<file path="src/rtl/mem_arb.sv">
// mem_arb: arbitrates fetch, load and store requesters onto a single
// byte-serial memory controller port, one transaction at a time.
//
// Handshake (requester side): a requester raises *_req with a stable payload
// and holds it until it sees its one-cycle *_done pulse. A request still high
// in the done cycle is taken as a new back-to-back request. The controller
// side sees mc_valid with stable command fields until it returns mc_done;
// mc_valid drops the cycle after mc_done and a command is never withdrawn.
//
// Optional feature macro: ARB_FAIR_EN. When defined, a starvation counter
// forces a fetch grant after STARVE_LIMIT consecutive load/store grants made
// while a fetch was waiting. When undefined, priority is strictly st > ld > if.
//
// state_dbg exposes the FSM state (0 IDLE, 1 BUSY, 2 DISCARD).
module mem_arb #(
  parameter logic [2:0] STARVE_LIMIT = 3'd4
) (
  input  logic        clk,
  input  logic        rst,
  input  logic        rdy,
  input  logic        clear,
  input  logic        if_req,
  input  logic [31:0] if_addr,
  input  logic        ld_req,
  input  logic [31:0] ld_addr,
  input  logic [2:0]  ld_len,
  input  logic        st_req,
  input  logic [31:0] st_addr,
  input  logic [2:0]  st_len,
  input  logic [31:0] st_data,
  output logic        if_done,
  output logic        ld_done,
  output logic        st_done,
  output logic [31:0] rdata,
  output logic        mc_valid,
  output logic        mc_we,
  output logic [31:0] mc_addr,
  output logic [2:0]  mc_len,
  output logic [31:0] mc_wdata,
  input  logic        mc_done,
  input  logic [31:0] mc_rdata,
  output logic [1:0]  state_dbg
);

  typedef enum logic [1:0] {
    IDLE    = 2'd0,
    BUSY    = 2'd1,
    DISCARD = 2'd2
  } state_t;

  typedef enum logic [1:0] {
    OWN_NONE = 2'd0,
    OWN_IF   = 2'd1,
    OWN_LD   = 2'd2,
    OWN_ST   = 2'd3
  } owner_t;

  state_t state;
  owner_t owner;
  owner_t grant;

  // A flush kills fetch and load traffic for the cycle it is seen in IDLE;
  // stores are architectural and are never dropped.
  logic if_ok;
  logic ld_ok;
  logic st_ok;
  logic force_if;

  assign if_ok = if_req && !clear;
  assign ld_ok = ld_req && !clear;
  assign st_ok = st_req;

`ifdef ARB_FAIR_EN
  logic [2:0] starve_cnt;

  assign force_if = if_ok && (starve_cnt == STARVE_LIMIT);

  // Count load/store grants taken while a fetch waits; saturates at the limit
  // so a flush-blocked fetch cannot wrap the counter past the trigger value.
  always_ff @(posedge clk) begin
    if (rst) begin
      starve_cnt <= 3'd0;
    end else if (rdy) begin
      if (!if_req) begin
        starve_cnt <= 3'd0;
      end else if (state == IDLE) begin
        if (grant == OWN_IF) begin
          starve_cnt <= 3'd0;
        end else if ((grant == OWN_LD || grant == OWN_ST) &&
                     (starve_cnt != STARVE_LIMIT)) begin
          starve_cnt <= starve_cnt + 3'd1;
        end
      end
    end
  end
`else
  assign force_if = 1'b0;
`endif

  // Grant decision for the IDLE state: fairness override, then st > ld > if.
  always_comb begin
    grant = OWN_NONE;
    if (force_if) begin
      grant = OWN_IF;
    end else if (st_ok) begin
      grant = OWN_ST;
    end else if (ld_ok) begin
      grant = OWN_LD;
    end else if (if_ok) begin
      grant = OWN_IF;
    end
  end

  assign state_dbg = state;

  // Arbiter FSM with registered command, completion pulses and read data.
  always_ff @(posedge clk) begin
    if (rst) begin
      state    <= IDLE;
      owner    <= OWN_NONE;
      if_done  <= 1'b0;
      ld_done  <= 1'b0;
      st_done  <= 1'b0;
      rdata    <= 32'd0;
      mc_valid <= 1'b0;
      mc_we    <= 1'b0;
      mc_addr  <= 32'd0;
      mc_len   <= 3'd0;
      mc_wdata <= 32'd0;
    end else if (rdy) begin
      // Done pulses and read data last a single enabled cycle.
      if_done <= 1'b0;
      ld_done <= 1'b0;
      st_done <= 1'b0;
      rdata   <= 32'd0;
      case (state)
        IDLE: begin
          owner <= grant;
          case (grant)
            OWN_IF: begin
              state    <= BUSY;
              mc_valid <= 1'b1;
              mc_we    <= 1'b0;
              mc_addr  <= if_addr;
              mc_len   <= 3'd4;
              mc_wdata <= 32'd0;
            end
            OWN_LD: begin
              state    <= BUSY;
              mc_valid <= 1'b1;
              mc_we    <= 1'b0;
              mc_addr  <= ld_addr;
              mc_len   <= ld_len;
              mc_wdata <= 32'd0;
            end
            OWN_ST: begin
              state    <= BUSY;
              mc_valid <= 1'b1;
              mc_we    <= 1'b1;
              mc_addr  <= st_addr;
              mc_len   <= st_len;
              mc_wdata <= st_data;
            end
            default: begin
              state    <= IDLE;
              mc_valid <= 1'b0;
            end
          endcase
        end
        BUSY: begin
          if (mc_done) begin
            state    <= IDLE;
            owner    <= OWN_NONE;
            mc_valid <= 1'b0;
            mc_we    <= 1'b0;
            mc_addr  <= 32'd0;
            mc_len   <= 3'd0;
            mc_wdata <= 32'd0;
            // A flush arriving with mc_done still swallows a read's result.
            case (owner)
              OWN_ST: st_done <= 1'b1;
              OWN_LD: begin
                if (!clear) begin
                  ld_done <= 1'b1;
                  rdata   <= mc_rdata;
                end
              end
              OWN_IF: begin
                if (!clear) begin
                  if_done <= 1'b1;
                  rdata   <= mc_rdata;
                end
              end
              default: ;
            endcase
          end else if (clear && (owner == OWN_IF || owner == OWN_LD)) begin
            // The command is still in flight; wait it out silently.
            state <= DISCARD;
          end
        end
        DISCARD: begin
          if (mc_done) begin
            state    <= IDLE;
            owner    <= OWN_NONE;
            mc_valid <= 1'b0;
            mc_we    <= 1'b0;
            mc_addr  <= 32'd0;
            mc_len   <= 3'd0;
            mc_wdata <= 32'd0;
          end
        end
        default: begin
          state    <= IDLE;
          owner    <= OWN_NONE;
          mc_valid <= 1'b0;
        end
      endcase
    end
  end

endmodule

</file>
<file path="config.mk">
export PLATFORM = sky130hd
export DESIGN_NAME = mem_arb
export DESIGN_NICKNAME = d
export VERILOG_FILES = /design/src/rtl/mem_arb.sv
export SDC_FILE = /design/constraint.sdc
export NUM_CORES = 1
export LEC_CHECK = 0
export ABC_CLOCK_PERIOD_IN_PS = 2900
export CORE_MARGIN = 3
export CORE_UTILIZATION = 28
export CTS_BUF_LIST = sky130_fd_sc_hd__clkbuf_4 sky130_fd_sc_hd__clkbuf_8
export DETAILED_ROUTE_END_ITERATION = 8
export SYNTH_ARGS = -nofsm -noshare
export SYNTH_HDL_FRONTEND = slang
export SYNTH_SLANG_ARGS = --single-unit
export TNS_END_PERCENT = 50
</file>
<file path="constraint.sdc">
create_clock -name clk -period 2.9 [get_ports clk]
set_clock_uncertainty 0.2 [all_clocks]
set_input_delay 0.29 -clock clk [delete_from_list [all_inputs] [get_ports clk]]
set_output_delay 0.29 -clock clk [all_outputs]
set_load 0.01 [all_outputs]
</file>
==> flow_summary.json, run 1 <==
{
  "die-width_um": 135,
  "setup_viol": 0,
  "post-route-min-period_ns": 2.35,
  "drt_iter0_drc": 141,
  "globalRoute.busiestLayer": "met2",
  "slew_headroom": 0.481,
  "dp_hpwl_um": 12600,
  "port_buffers": 279,
  "antenna_found_initial": 0,
  "io_pins": 280,
  "root_buffer": "clkbuf_8",
  "cts_tree": "done",
  "viasPerCell": 4.87,
  "core_sq_mm": 0.0161,
  "place.gp.congestion": 0.779,
  "dp_cells": 986,
  "worstSetupPathType": "flop to flop",
  "grt_remaining_overflow": 0,
  "maxSlewViolCount": 0,
  "netlist_instances": 524,
  "avgSynthCellArea_sq_um": 8.87,
  "ys_types": 35,
  "die_area_sq_mm": 0.0182,
  "synth_nets": 708,
  "use_met3": 0.0633,
  "firstDrtPassIters": 4,
  "cts_max_level": 3,
  "design_area_sq_mm": 0.00792,
  "cts_repair_resize_count": 0,
  "ys_ff_latch": 108,
  "die_y_um": 135,
  "track_usage": 0.178,
  "grt_pass1_vias": 4868,
  "syn_area_sq_mm": 0.00465,
  "grt_max_degree": 45,
  "crit_path_end_kind": "flop",
  "clk_latency_ns": 0.36,
  "status": "complete, no violations",
  "stdcell_count": 1002,
  "ys_warn_count": 0,
  "grt.met1_usage": 0.209,
  "irDropWorstVdd_v": 0.000272,
  "p_total_w": 0.00340,
  "grtUsageMet2": 0.304,
  "place_area_sq_mm": 0.00770,
  "pwr_density_cell_mw_per_mm2": 429,
  "post-route-drc-count": 0,
  "routed_wl_um": 16800,
  "max_cap_violations": 0,
  "finalNetCount": 965,
  "route.vias.total": 4883,
  "ctsHoldBuffers": 0,
  "cp_data_arrival_time_ns": 2.44,
  "worstPathMaxFanout": 8,
  "rsz0062_at_grt": "false",
  "cts_buffer_depth": 2,
  "grt_pass1_wl_um": 26000,
  "wl_per_cell_um": 16.8,
  "final_hold_viol_count": 0,
  "utilization": 0.493,
  "antennaDiodeCount": 0,
  "required_ns": 2.99,
  "clock_sinks": 108,
  "synth-seq-area-share": 0.465,
  "antenna_left": 0,
  "cts_made_buffers": 9,
  "rows": 46,
  "area_growth_pct": 70.4,
  "initial_core_util": 0.290,
  "period_share": 0.809,
  "drive_gt1_frac": 0.0534,
  "fmax_mhz": 426,
  "tightest_slew_ns": 0.779,
  "tns_ns": 0,
  "hold_class": "flop to flop",
  "power_leakage_nw": 2.81,
  "start_kind": "flop",
  "clk_pin_slew_ns": 0.10,
  "cts_setup_buffers": 0
}
## Yosys cell counts, drive strengths merged
cell,instances,area (sq um)
dfxtp,108,2160
a21oi,75,375
clkbuf,43,161
nand2,39,146
nor2,38,143
nor2b,38,238
nand2b,36,228
nand3,33,165
a221o,32,320
a32o,32,320
ha,10,125
inv,8,30.0
buf,7,40.0
a21o,3,22.5
nand4,3,18.8
a22oi,2,15.0
nor3,2,15.0
o21ai,2,10.0
or4,2,15.0
a22o,1,8.76
a41oi,1,8.76
and2b,1,7.51
and4b,1,10.0
mux2i,1,10.0
nand3b,1,7.51
nor3b,1,12.5
nor4,1,6.26
o221ai,1,8.76
or2b,1,7.51
or3,1,11.3
## flip-flops by register name (all words and copies together), names as in the netlist
register and count:
owner 2, st_done 1, mc_wdata 32, state_dbg 2
rdata 32, if_done 1, ld_done 1, mc_addr 32
mc_valid 1, mc_len 3, mc_we 1
## cell families (layout without fill, tap and decap cells)
logic type / after synthesis / count (layout) / synth area share
buffers and inverters: 58 / 320 / 0.0498
AND/OR/NAND/NOR: 198 / 198 / 0.222
adder cells (fa/ha/maj): 10 / 10 / 0.0269
multiplexers: 1 / 1 / 0.00215
flip-flops: 108 / 108 / 0.465
AO/OA/AOI/OAI: 149 / 149 / 0.234
## area by class of cell
cell class	instances	area [sq um]
fill	1478	8130
timing repair buffer	296	2970
multi-input combinational	358	2270
sequential	108	2160
tap	216	270
clock buffer	9	124
clock inverter	7	98.8
inverter	8	30.0
## cell usage in the layout, fill, tap and decap left out, types with 2 or more instances in the layout
cell type / count
or4_1: 2
ha_1: 10
nand3_1: 33
o21ai_0: 2
clkbuf_8: 9
nand4_1: 3
a221o_1: 32
buf_12: 4
nor2b_1: 37
a21oi_1: 75
a22oi_1: 2
nand2_1: 39
buf_4: 13
a32o_1: 32
nand2b_1: 35
bufinv_16: 2
inv_6: 2
a21o_1: 3
nor2_1: 37
dfxtp_1: 108
inv_1: 7
clkdlybuf4s50_1: 278
## worst max-delay path: stages, from the launching register on
cell	delay, ns
dfxtp_1	0.41
inv_1	0.09
ha_1	0.39
nor2b_1	0.21
or3_4	0.38
or4_1	0.47
a21oi_1	0.13
## power by group
part / total (W) / switching (W) / internal, W / leakage (nW)
Combinational: 0.000779 / 0.000321 / 0.000458 / 1.82
Sequential: 0.00159 / 0.0000382 / 0.00155 / 0.877
Clock: 0.00103 / 0.000533 / 0.000493 / 0.110
Total: 0.00340 / 0.000893 / 0.00250 / 2.81
## routing by layer
| metal | routed length (um) | vias to the layer above |
|---|---|---|
| met5 | 0 | - |
| met4 | 324 | 0 |
| met3 | 1510 | 22 |
| met2 | 8400 | 203 |
| met1 | 6590 | 2276 |
| li1 | - | 2382 |
## through the flow
stage	hold slack [ns]	setup WS, ns
5_1_grt	0.266	0.397
3_3_place_gp	0.240	0.224
3_5_place_dp	0.243	0.199
2_1_floorplan	0.229	0.339
4_1_cts	0.248	0.530
6_report	0.258	0.555
## worst paths after layout
path | slack [ns] | cells after the start | endpoint | startpoint
hold / removal | 0.26 | 2 | mc_wdata[19] | mc_wdata[19]
setup / recovery | 0.55 | 6 | mc_len[0] | state_dbg[0]
setup reg to reg | 0.55 | 6 | mc_len[0] | state_dbg[0]
hold reg to reg | 0.26 | 2 | mc_wdata[19] | mc_wdata[19]
Note: power is estimated with default switching activity, not from simulation.
==> run 2, diff against run 1 <==
Settings changed: ABC_CLOCK_PERIOD_IN_PS 2900 to 2080, PLACE_DENSITY set to 0.66.
Clock period 2.9 ns to 2.08 ns, I/O delays scaled along.
==> flow_summary.json, run 2 (same netlist as run 1, synthesis figures left out) <==
{
  "status": "complete, no violations",
  "die-width_um": 135,
  "final_hold_viol_count": 0,
  "cts_max_level": 3,
  "drt_iter0_drc": 159,
  "required_ns": 2.16,
  "power_leakage_nw": 2.98,
  "clk_pin_slew_ns": 0.10,
  "cp_cell_sequence": "clkdlybuf4s50_1 -> a21o_1 -> buf_4 -> inv_1 -> ha_4 -> bufbuf_16 -> a221o_1 -> a32o_1",
  "layout_commonest_cell": "clkdlybuf4s50_1",
  "tns_ns": 0,
  "final_cell_mix": "275 x clkdlybuf4s50_1, 106 x dfxtp_1, 73 x a21oi_1, 39 x nand2_1, 37 x nor2_1",
  "port_buffers": 279,
  "worstPathMaxFanout": 17,
  "irDropWorstVdd_v": 0.000311,
  "use_met3": 0.0667,
  "firstDrtPassIters": 4,
  "worstSetupPathType": "input port to flop",
  "rows": 46,
  "drive_gt1_frac": 0.0973,
  "slew_headroom": 0.468,
  "hold_slack_ns": 0.191,
  "fmax_mhz": 495,
  "path_buf_inv": 4,
  "antenna_left": 0,
  "hold_class": "input port to flop",
  "finalNetCount": 992,
  "grt.met1_usage": 0.191,
  "pwr_density_cell_mw_per_mm2": 556,
  "post-route-drc-count": 0,
  "multi_input_area_sq_mm": 0.00235,
  "die_area_sq_mm": 0.0182,
  "clk_latency_ns": 0.37,
  "cts_made_buffers": 9,
  "core_sq_mm": 0.0161,
  "grt_pass1_vias": 4825,
  "ctsHoldBuffers": 0,
  "crit_slowest_cell": "clkdlybuf4s50_1",
  "initial_core_util": 0.290,
  "utilization": 0.517,
  "top_regs": "mc_addr: 32 flops, mc_wdata: 32 flops, rdata: 32 flops",
  "viasPerCell": 4.80,
  "wl_per_cell_um": 16.4,
  "seqCellArea_sq_mm": 0.00216,
  "track_usage": 0.171,
  "stdcell_count": 1029,
  "critPathMaxStageDelay_ns": 0.47,
  "cts_buffer_depth": 2,
  "post-route-min-period_ns": 2.02,
  "p_total_w": 0.00461,
  "grtUsageMet2": 0.303,
  "globalRoute.busiestLayer": "met2",
  "root_buffer": "clkbuf_8",
  "routed_wl_um": 16800,
  "dp_hpwl_um": 12100,
  "maxSlewViolCount": 0,
  "holdPathStages": 3,
  "rsz0062_at_grt": "false",
  "place.gp.congestion": 0.778,
  "dp_cells": 1002,
  "area_growth_pct": 78.5,
  "cts_tree": "done",
  "start_kind": "input port",
  "tightest_slew_ns": 0.798,
  "io_pins": 280,
  "grt_pass1_wl_um": 24800,
  "die_y_um": 135,
  "cp_data_arrival_time_ns": 2.10,
  "grt_remaining_overflow": 0,
  "cp.depth": 8,
  "reg2regPathDepth": 6,
  "grt_max_degree": 77,
  "antenna_found_initial": 1,
  "nFillCells": 1415,
  "setup_viol": 0,
  "critical_path.top_delay_family": "buffers and inverters",
  "clock_sinks": 108,
  "max_cap_violations": 0,
  "route.vias.total": 4942,
  "period_share": 0.971,
  "crit_path_end_kind": "flop"
}
-- run 2: cell count changes in the layout (fill, tap and decap cells not counted), sizes merged, moves of 2 or more --
cell | before | now
clkbuf | 9 | 11
dlygate4sd2 | 0 | 3
clkdlybuf4s50 | 278 | 275
bufinv | 2 | 0
buf | 18 | 42
-- run 2: what timing repair did --
action,in CTS,in global routing
cloned,1,3
resized for setup,15,6
endpoints found under the setup margin,68,30
setup buffers,2,6
pin swaps,6,6
-- run 2: through the flow --
stage	instance area, sq um	worst slack (ns)
3_3_place_gp	7890	-0.490
6_report	8300	0.0601
3_5_place_dp	7890	-0.517
4_1_cts	8160	0.00504
5_1_grt	8300	0.0123
2_1_floorplan	4690	-0.169
-- run 2: worst min-delay path: cells and delay by family --
kind                   cells  cell delay (ns)
buffers and inverters      1             0.40
AO/OA/AOI/OAI              1             0.06
AND/OR/NAND/NOR            1             0.06
-- run 2: metal layers --
layer | wire (um) | share of wire
met5 | 0 | 0
met4 | 163 | 0.0097
met3 | 1530 | 0.091
met2 | 8550 | 0.51
met1 | 6580 | 0.39
-- run 2: worst paths after layout --
kind	endpoint	startpoint	slack, ns
worst max-delay path	mc_addr[10]	if_req	0.06
worst min-delay path	mc_wdata[10]	st_data[10]	0.19
worst max register to register	mc_len[0]	state_dbg[1]	0.08
worst min register to register	mc_we	mc_we	0.26
-- run 2: area by class of cell --
cell class | instances | share of cell area
tap | 216 | 0.0326
timing repair buffer | 323 | 0.399
multi-input combinational | 358 | 0.284
clock inverter | 6 | 0.00482
antenna | 1 | 0.000301
sequential | 108 | 0.261
inverter | 8 | 0.00362
clock buffer | 9 | 0.0149
-- run 2: where the power goes --
part	switching [W]	total [W]	internal, W
Sequential	0.0000532	0.00222	0.00216
Combinational	0.000489	0.00123	0.000745
Clock	0.000728	0.00116	0.000432
Total	0.00127	0.00461	0.00334
==> run 3, diff against run 2 <==
Settings changed: CORE_MARGIN 3 to 2.
==> flow_summary.json, run 3 (same netlist as run 1, synthesis figures left out) <==
{
  "r2r_end": "mc_len[0]",
  "ctsHoldBuffers": 0,
  "holdPathStages": 3,
  "rsz0062_at_grt": "true",
  "cts_max_level": 3,
  "die-width_um": 133,
  "finalNetCount": 990,
  "cp_cell_sequence": "buf_4 -> ha_1 -> nand2b_4 -> or3_4 -> or4_1 -> a21oi_1",
  "die_area_sq_mm": 0.0177,
  "root_buffer": "clkbuf_8",
  "grt_pass1_vias": 4678,
  "crit_slowest_cell": "or4_1",
  "track_usage": 0.174,
  "drt_iter0_drc": 190,
  "drive_gt1_frac": 0.0925,
  "slew_headroom": 0.765,
  "die_y_um": 133,
  "antenna_left": 0,
  "worstSetupPathType": "flop to flop",
  "max_cap_violations": 0,
  "fmax_mhz": 480,
  "cts_buffer_depth": 2,
  "required_ns": 2.19,
  "hold_class": "input port to flop",
  "grt_remaining_overflow": 0,
  "hold_slack_ns": 0.171,
  "r2r-start": "state_dbg[1]",
  "port_buffers": 279,
  "start_kind": "flop",
  "wl_per_cell_um": 15.6,
  "setup_slack_ns": -0.00214,
  "cts_made_buffers": 9,
  "post-route-min-period_ns": 2.08,
  "hold_start": "rst",
  "grt_pass1_wl_um": 24700,
  "route.vias.total": 4891,
  "routed_wl_um": 16100,
  "clk_pin_slew_ns": 0.10,
  "reg2reg_setup_slack_ns": -0.002,
  "core_sq_mm": 0.0164,
  "worstPathMaxFanout": 4,
  "status": "finished, violations left",
  "setup_viol": 1,
  "crit_path_end_kind": "flop",
  "antenna_found_initial": 1,
  "post-route-drc-count": 0,
  "area_growth_pct": 77.6,
  "critical_path.top_delay_family": "simple AND/OR/NAND/NOR gates",
  "cp.depth": 6,
  "viasPerCell": 4.74,
  "cp_data_arrival_time_ns": 2.19,
  "irDropWorstVdd_v": 0.000289,
  "pwr_density_cell_mw_per_mm2": 567,
  "firstDrtPassIters": 4,
  "top_regs": "mc_addr: 32 flops, mc_wdata: 32 flops, rdata: 32 flops",
  "maxSlewViolCount": 0,
  "dp_hpwl_um": 11300,
  "clk_latency_ns": 0.37,
  "layout_commonest_cell": "clkdlybuf4s50_1",
  "rows": 47,
  "path_buf_inv": 1,
  "place.gp.congestion": 0.724,
  "final_hold_viol_count": 0,
  "critPathMaxStageDelay_ns": 0.49,
  "violations": "negative setup slack",
  "grt_max_degree": 78,
  "tightest_slew_ns": 0.353,
  "power_leakage_nw": 2.98,
  "period_share": 1.00,
  "clock_sinks": 108,
  "io_pins": 280,
  "min_to": "rdata[26]",
  "reg2regPathDepth": 6,
  "initial_core_util": 0.283,
  "cts_tree": "done",
  "final_cell_mix": "275 x clkdlybuf4s50_1, 106 x dfxtp_1, 75 x a21oi_1, 39 x nand2_1, 37 x nor2_1",
  "tns_ns": -0.00214
}
## run 3: cell count changes in the layout (fill, tap and decap cells not counted), sizes merged
cell and delta:
buf -1, clkbuf +4, clkinv -3, dlygate4sd2 -2
dlymetal6s2s +2, inv -1
## run 3: worst max path at each step
stage | start | endpoint | slack [ns]
after floorplan | st_req | mc_len[1] | -0.17
after detailed placement | clear | mc_wdata[18] | -0.46
final | state_dbg[1] | mc_len[0] | -0.002
after CTS | ld_req | mc_len[0] | 0.004
after global routing | state_dbg[1] | mc_len[0] | -0.05
after global placement | clear | mc_addr[10] | -0.43
## run 3: through the flow
step | setup slack (ns) | cell area, sq um | power (W) | instances | utilization
floorplan | -0.169 | 4690 | 0.00270 | 524 | -
global placement | -0.433 | 7900 | 0.00340 | 1010 | 0.481
detailed placement | -0.463 | 7900 | 0.00340 | 1010 | 0.481
CTS | 0.00429 | 8120 | 0.00472 | 1026 | 0.495
global route | -0.0492 | 8260 | 0.00493 | 1032 | 0.503
finish | -0.00214 | 8260 | 0.00468 | 1032 | 0.503
## run 3: worst min-delay path, delay by kind of cell
kind                   cells  cell delay (ns)
buffers and inverters      2             0.36
AND/OR/NAND/NOR            1             0.12
## run 3: area by class of cell
class                   count  area (sq um)
fillers                  1551          8150
multi-input cells         358          2340
clock buffers              14           180
inverters                   8          30.0
well taps                 220           275
clock inverters             2          16.3
diodes                      1          2.50
repair buffers            321          3250
flip-flops and latches    108          2160
## run 3: layer usage
layer  global-route usage  up-vias  wire (um)
li1                     -     2432          -
met1                0.210     2247       6840
met2                0.292      191       7660
met3               0.0605       21       1280
met4               0.0562        0        312
met5                    0        -          0
## run 3: what timing repair did
action                                  4_1_cts  5_1_grt
resized for setup                             6       14
setup buffers                                 0        2
pin swaps                                     1        7
endpoints found under the setup margin       51       65
cloned                                        0        3
## run 3: report_power, final
part           internal (W)  leakage [nW]  switching (W)  total [W]
Sequential          0.00216         0.878      0.0000493    0.00221
Clock              0.000567         0.100       0.000709    0.00128
Combinational      0.000717          2.01       0.000475    0.00119
Total               0.00345          2.98        0.00123    0.00468
